## config.mk

```make
export PLATFORM = sky130hd
export DESIGN_NAME = pipe_chain
export DESIGN_NICKNAME = d
export VERILOG_FILES = /design/src/rtl/pipe_pkg.sv /design/src/rtl/pipe_stage.sv /design/src/rtl/pipe_chain.sv
export SDC_FILE = /design/constraint.sdc
export NUM_CORES = 1
export LEC_CHECK = 0
export CORE_ASPECT_RATIO = 1.2
export CORE_MARGIN = 3
export CORE_UTILIZATION = 44
export DETAILED_ROUTE_END_ITERATION = 8
export PLACE_DENSITY = 0.9
export SLEW_MARGIN = 20
export SYNTH_ARGS = -nofsm -noshare
export SYNTH_HDL_FRONTEND = slang
export SYNTH_SLANG_ARGS = --single-unit
```

## constraint.sdc

```tcl
create_clock -name clk -period 2.8 [get_ports clk]
set_clock_uncertainty 0.1 [all_clocks]
set_input_delay 0.56 -clock clk [delete_from_list [all_inputs] [get_ports clk]]
set_output_delay 0.56 -clock clk [all_outputs]
set_load 0.05 [all_outputs]
```

## src/rtl/pipe_pkg.sv

```systemverilog
// Shared constants and helpers for the pipe_chain slice.
// Holds the default payload width and stage count, and the function that
// sizes the occupancy counter (and any other 0..DEPTH count) for a given depth.
package pipe_pkg;

    localparam int DEF_DATA_W = 32'd8;
    localparam int DEF_DEPTH  = 32'd4;

    // Bits needed to hold a count in the range 0..n (n >= 1).
    function automatic int occ_w(input int n);
        return $clog2(n + 32'd1);
    endfunction

endpackage : pipe_pkg

```

## src/rtl/pipe_stage.sv

```systemverilog
// One pipeline stage: a valid flag plus a payload register.
// Ports:
//   clk, rst       - clock, asynchronous active-high reset
//   load           - capture d and mark the stage valid (wins over clear)
//   clear          - drop the entry: valid and data both go to zero
//   d              - payload offered by the predecessor
//   valid, data    - registered stage contents
module pipe_stage
    import pipe_pkg::*;
#(
    parameter int DATA_W = DEF_DATA_W
) (
    input  logic              clk,
    input  logic              rst,
    input  logic              load,
    input  logic              clear,
    input  logic [DATA_W-1:0] d,
    output logic              valid,
    output logic [DATA_W-1:0] data
);

    logic              valid_r;
    logic [DATA_W-1:0] data_r;

    // Stage register: load beats clear, otherwise hold.
    always_ff @(posedge clk or posedge rst) begin
        if (rst) begin
            valid_r <= 1'b0;
            data_r  <= '0;
        end else if (load) begin
            valid_r <= 1'b1;
            data_r  <= d;
        end else if (clear) begin
            valid_r <= 1'b0;
            data_r  <= '0;
        end else begin
            valid_r <= valid_r;
            data_r  <= data_r;
        end
    end

    assign valid = valid_r;
    assign data  = data_r;

endmodule : pipe_stage

```

## src/rtl/pipe_chain.sv

```systemverilog
// Elastic pipeline of DEPTH stages with bubble collapse, per-stage kill,
// synchronous flush and a global stall. Stage 0 is the youngest entry,
// stage DEPTH-1 the oldest and drives the output port.
// Ports:
//   clk, rst                        - clock, asynchronous active-high reset
//   flush                           - clear every stage on the next edge
//   stall                           - freeze all stages, block both handshakes
//   kill[DEPTH]                     - invalidate stage k this cycle
//   in_valid, in_ready, in_data     - upstream handshake into stage 0
//   out_valid, out_ready, out_data  - downstream handshake from stage DEPTH-1
//   stage_valid, stage_data         - per-stage contents (stage k at slice k)
//   occupancy                       - number of valid stages, registered
module pipe_chain
    import pipe_pkg::*;
#(
    parameter int DATA_W = DEF_DATA_W,
    parameter int DEPTH  = DEF_DEPTH
) (
    input  logic                    clk,
    input  logic                    rst,
    input  logic                    flush,
    input  logic                    stall,
    input  logic [DEPTH-1:0]        kill,
    input  logic                    in_valid,
    output logic                    in_ready,
    input  logic [DATA_W-1:0]       in_data,
    output logic                    out_valid,
    input  logic                    out_ready,
    output logic [DATA_W-1:0]       out_data,
    output logic [DEPTH-1:0]        stage_valid,
    output logic [DEPTH*DATA_W-1:0] stage_data,
    output logic [occ_w(DEPTH)-1:0] occupancy
);

    localparam int OCC_W = occ_w(DEPTH);

    logic [DEPTH-1:0]  valid_s;
    logic [DEPTH-1:0]  live_s;
    logic [DEPTH-1:0]  move_s;
    logic [DEPTH-1:0]  load_s;
    logic [DEPTH-1:0]  clear_s;
    logic [DEPTH-1:0]  nxt_valid_s;
    logic              run_s;
    logic              in_ready_s;
    logic [DATA_W-1:0] data_s [DEPTH];
    logic [OCC_W-1:0]  occ_nxt_s;
    logic [OCC_W-1:0]  occ_r;

    // Move/ready chain, resolved from the oldest stage backwards so a stage
    // may advance into a slot that is itself emptying this cycle.
    always_comb begin
        // rst is folded in so in_ready/out_valid stay low while reset is held.
        run_s  = ~flush & ~stall & ~rst;
        live_s = valid_s & ~kill;
        move_s = '0;
        move_s[DEPTH-1] = run_s & live_s[DEPTH-1] & out_ready;
        for (int k = DEPTH - 2; k >= 0; k--) begin
            move_s[k] = run_s & live_s[k] & (~live_s[k+1] | move_s[k+1]);
        end
        in_ready_s = run_s & (~live_s[0] | move_s[0]);
        load_s     = {move_s[DEPTH-2:0], in_valid & in_ready_s};
        // Flush clears unconditionally; stall suppresses kill and move-out.
        clear_s     = {DEPTH{flush}} | ({DEPTH{~stall}} & (kill | move_s));
        nxt_valid_s = load_s | (valid_s & ~clear_s);
    end

    // Population count of the next-state valid bits, so the registered
    // occupancy lines up with stage_valid on every cycle.
    always_comb begin
        occ_nxt_s = '0;
        for (int k = 0; k < DEPTH; k++) begin
            occ_nxt_s = occ_nxt_s + OCC_W'(nxt_valid_s[k]);
        end
    end

    // Occupancy register.
    always_ff @(posedge clk or posedge rst) begin
        if (rst) begin
            occ_r <= '0;
        end else begin
            occ_r <= occ_nxt_s;
        end
    end

    for (genvar g = 0; g < DEPTH; g++) begin : g_stage
        logic [DATA_W-1:0] d_s;
        if (g == 0) begin : g_head
            assign d_s = in_data;
        end else begin : g_body
            assign d_s = data_s[g-1];
        end

        pipe_stage #(.DATA_W(DATA_W)) u_stage (
            .clk   (clk),
            .rst   (rst),
            .load  (load_s[g]),
            .clear (clear_s[g]),
            .d     (d_s),
            .valid (valid_s[g]),
            .data  (data_s[g])
        );

        assign stage_data[g*DATA_W +: DATA_W] = data_s[g];
    end

    assign stage_valid = valid_s;
    assign in_ready    = in_ready_s;
    assign out_valid   = live_s[DEPTH-1] & run_s;
    assign out_data    = data_s[DEPTH-1];
    assign occupancy   = occ_r;

endmodule : pipe_chain

```

==> key figures <==
Timing
  – Final setup vio count: 0
  – Peak Freq: 0.3671 GHz
  – Final count of pins violating max slew: 0
  – Shortest period the worst path allows: about 2700 ps
  – Transition time at the pin with the least slew margin: approximately 550 ps
  – Final count of hold timing violations: 0
  – Final worst slack: 75.84 ps
  – Rel. slew slack: a little under two thirds
  – Post-route fraction of the period consumed by the critical path: a little over nine tenths

Routing
  – First-pass iteration count of the detailed router: 4
  – DRC marker count from the first detailed-route iteration: 47
  – Routed vias: 1487
  – Sum of routed wire length over all layers: ~4300 microns
  – Number of design rule violations left after detail routing: 0
  – Post-route antenna net violation count: 0
  – Met3 WL: around 290 microns
  – Mean number of vias per cell: about 5.5
  – Met2 routed wirelength: approximately 2100 microns
  – Uppermost metal layer occupied by signal nets: met4
  – Post-DR wirelength/cell: around 16 microns
  – Metal-1 WL: about 1700 microns

Place
  – HPWL Detailed: roughly 3400 microns
  – Number of buffers added on ports: 66
  – Final weighted congestion of routability-driven global placement: around 0.9
  – Cells after DPL: ~260
  – Dpl ws: -297.0 ps

Synth
  – Yosys top cell area share: about 54%
  – Main flop type after synthesis: dfrtp_1
  – Post-synth EDFFs: 0
  – Post-synthesis sequential area ratio: 54.09%
  – Post-Synthesis Mean Instance Area: about 13 sq um
  – Cell area after synthesis: ~0.0018 sq mm
  – Asr flop ratio synth: 100.0%
  – Net count of the mapped netlist: 165
  – Number of warnings reported in the yosys synthesis log: 0
  – Synth area leaders: dfrtp_1 54%, a22o_1 12%, buf_4 5.4%
  – Synth unique cells: 36
  – Total of flip-flops plus latches after synthesis: 39
  – Largest area contributor in the synthesized netlist: dfrtp_1
  – Gate count of the mapped netlist: approximately 140

Setup path
  – Worst R2R End: occupancy[1]$_DFF_PP0_
  – Category of the worst setup path launch point: primary input
  – Slack of the worst reg-to-reg path: between 400 and 500 ps
  – Worst R2R Start: g_stage[3].u_stage.valid$_DFFE_PP0P_
  – Worst endpoint required time: around 2900 ps
  – Start-to-end type of the worst setup path: in2reg
  – Path depth of the worst reg2reg path: 8
  – Crit. End Element: register
  – Data arrival time of the worst path: roughly 2800 ps
  – CP max FO: 5

GRT
  – Total GRT Usage: 18.29%
  – First-pass GRT wire length: a little over 7000 microns
  – Vias in the first global route: about 1500
  – Total overflow reported by the global router: 0
  – Antenna violations before repair: 0
  – Largest net degree at the start of global routing: 40

Floorplanning
  – # IOs: between 60 and 70
  – Initial Utilization: 47.69%
  – Die area: between 0.004 and 0.005 sq mm
  – Number of placement rows: 24
  – Vert. Die Dim: approximately 76 microns
  – Core box area: between 0.003 and 0.004 sq mm
  – DIE WIDTH: roughly 64 microns

Clock tree
  – Root cell of the clock tree: clkbuf_8
  – Sink Count: 39
  – Clk Latency, worst-skew pair: around 280 ps
  – Number of buffers added by the clock tree synthesis step: 5
  – CTS H-Tree Depth: 2
  – Buffer depth of the longest clock path: 2
  – Number of setup buffers added after CTS: 0
  – TritonCTS clock tree: yes
  – CTS clock-pin slew for the worst setup and hold paths: roughly 70 ps

Final layout
  – Finished Layout Cells: around 270
  – Total Nets Final: 240
  – Total of fill cells in the finished design: roughly 270
  – Post-Route Utilization: about 71%
  – Layout overhead on the synthesized area: 49.65%
  – Number of diodes added for antenna fixing: 0
  – Multi-input logic area: slightly above 700 sq um
  – Reg area: around 980 sq um
  – Share of cells above drive strength 1: 23.64%

Min path
  – Sink of the worst hold path: g_stage[3].u_stage.data[3]$_DFFE_PP0P_
  – Min-delay src: g_stage[3].u_stage.data[3]$_DFFE_PP0P_
  – Kind of path behind the tightest hold check: reg2reg
  – Number of cells traversed by the worst hold path: 1

Power
  – Post-layout power: ~1.1 mW
  – Leakage dissipation: 1.224 nW
  – Worst vdd ir: approximately 0.33 mV
  – Pwr dens: a little under 400 mW/mm^2

Status
  – Result of the run: finished, final reports clean

Flow run
  – Number of violations of the max-capacitance limit: 0
[report_power, final]
part | internal [mW] | switching (mW) | total, mW
logic | 0.0570 | 0.0679 | 0.125
registers | 0.568 | 0.00495 | 0.573
clock network | 0.173 | 0.184 | 0.357
[kinds of logic (layout without fill, tap and decap cells)]
logic type,count (synthesis),in the layout,share of synthesized area (%)
buffers and inverters,24,100,8.668
AO/OA/AOI/OAI,52,52,24.27
AND/OR/NAND/NOR,26,26,10.47
adder cells (fa/ha/maj),3,3,2.496
flip-flops,39,39,54.09
[flip-flops by register name, summed over array words and instances, names as in the netlist]
name and count:
occupancy 3, g_stage.u_stage.valid 4, g_stage.u_stage.data 32
[per-stage QoR]
step	cell area [sq um]	hold slack, ps	setup TNS [ps]
6_report	2700	427.5	0
3_5_place_dp	2586	406.5	-640.2
3_3_place_gp	2586	403.8	-490.1
5_1_grt	2700	452.6	-8.848
2_1_floorplan	1828	436.4	0
4_1_cts	2675	429.7	0
[what timing repair did]
item	in CTS	in global routing
setup endpoints to repair	0	3
hold buffers	0	0
resized for setup	0	5
[cell usage in the layout, fill, tap and decap left out, types with 2 or more instances in the layout]
cell and n:
nor3b_4 2, nor2b_1 3, buf_4 20, and3_1 8
a21oi_1 4, a22o_1 24, clkdlybuf4s50_1 64, clkbuf_8 5
nand2b_1 2, a211oi_2 2, nand2_1 3, dfrtp_1 39
a31o_1 2, inv_1 6, ha_1 2, a31o_2 9
buf_12 2, clkinvlp_4 2
[layout make-up]
| cell class | instances | share of cell area [%] |
|---|---|---|
| clock buffers | 5 | 2.549 |
| clock inverters | 3 | 0.7414 |
| inverters | 6 | 0.8341 |
| multi-input cells | 81 | 26.55 |
| flip-flops and latches | 39 | 36.14 |
| well taps | 52 | 2.410 |
| repair buffers | 86 | 30.77 |
[layer usage]
metal / vias up / GRT usage, %
met5: - / 0
met4: 0 / 9.725
met3: 9 / 3.245
met2: 76 / 30.68
met1: 716 / 22.02
li1: 686 / -
[worst max-delay path: stages]
cell and delay [ps]:
clkdlybuf4s50_1 440, or3_4 460, a41oi_4 210, a32oi_2 90, fa_1 550, inv_1 40, ha_1 180, ha_1 260
[worst max-delay path by stage]
stage	end	depth (start not counted)	slack (ps)	from
6_report	occupancy[1]$_DFF_PP0_	8	80	stall
5_1_grt	occupancy[1]$_DFF_PP0_	8	-9	stall
4_1_cts	occupancy[1]$_DFF_PP0_	8	0.1	stall
3_5_place_dp	occupancy[1]$_DFF_PP0_	8	-300	stall
3_3_place_gp	occupancy[1]$_DFF_PP0_	8	-250	stall
2_1_floorplan	occupancy[1]$_DFF_PP0_	8	4	stall
[Yosys cell counts (all sizes together) (2+ instances only)]
master,instances
a211oi,2
a21boi,3
a21oi,4
a22o,24
a31o,11
and3,8
buf,17
dfrtp,39
ha,2
inv,6
nand2,4
nand2b,2
nor2b,3
nor3b,3
o21ai,2
Note: power is estimated with default switching activity, not from simulation.
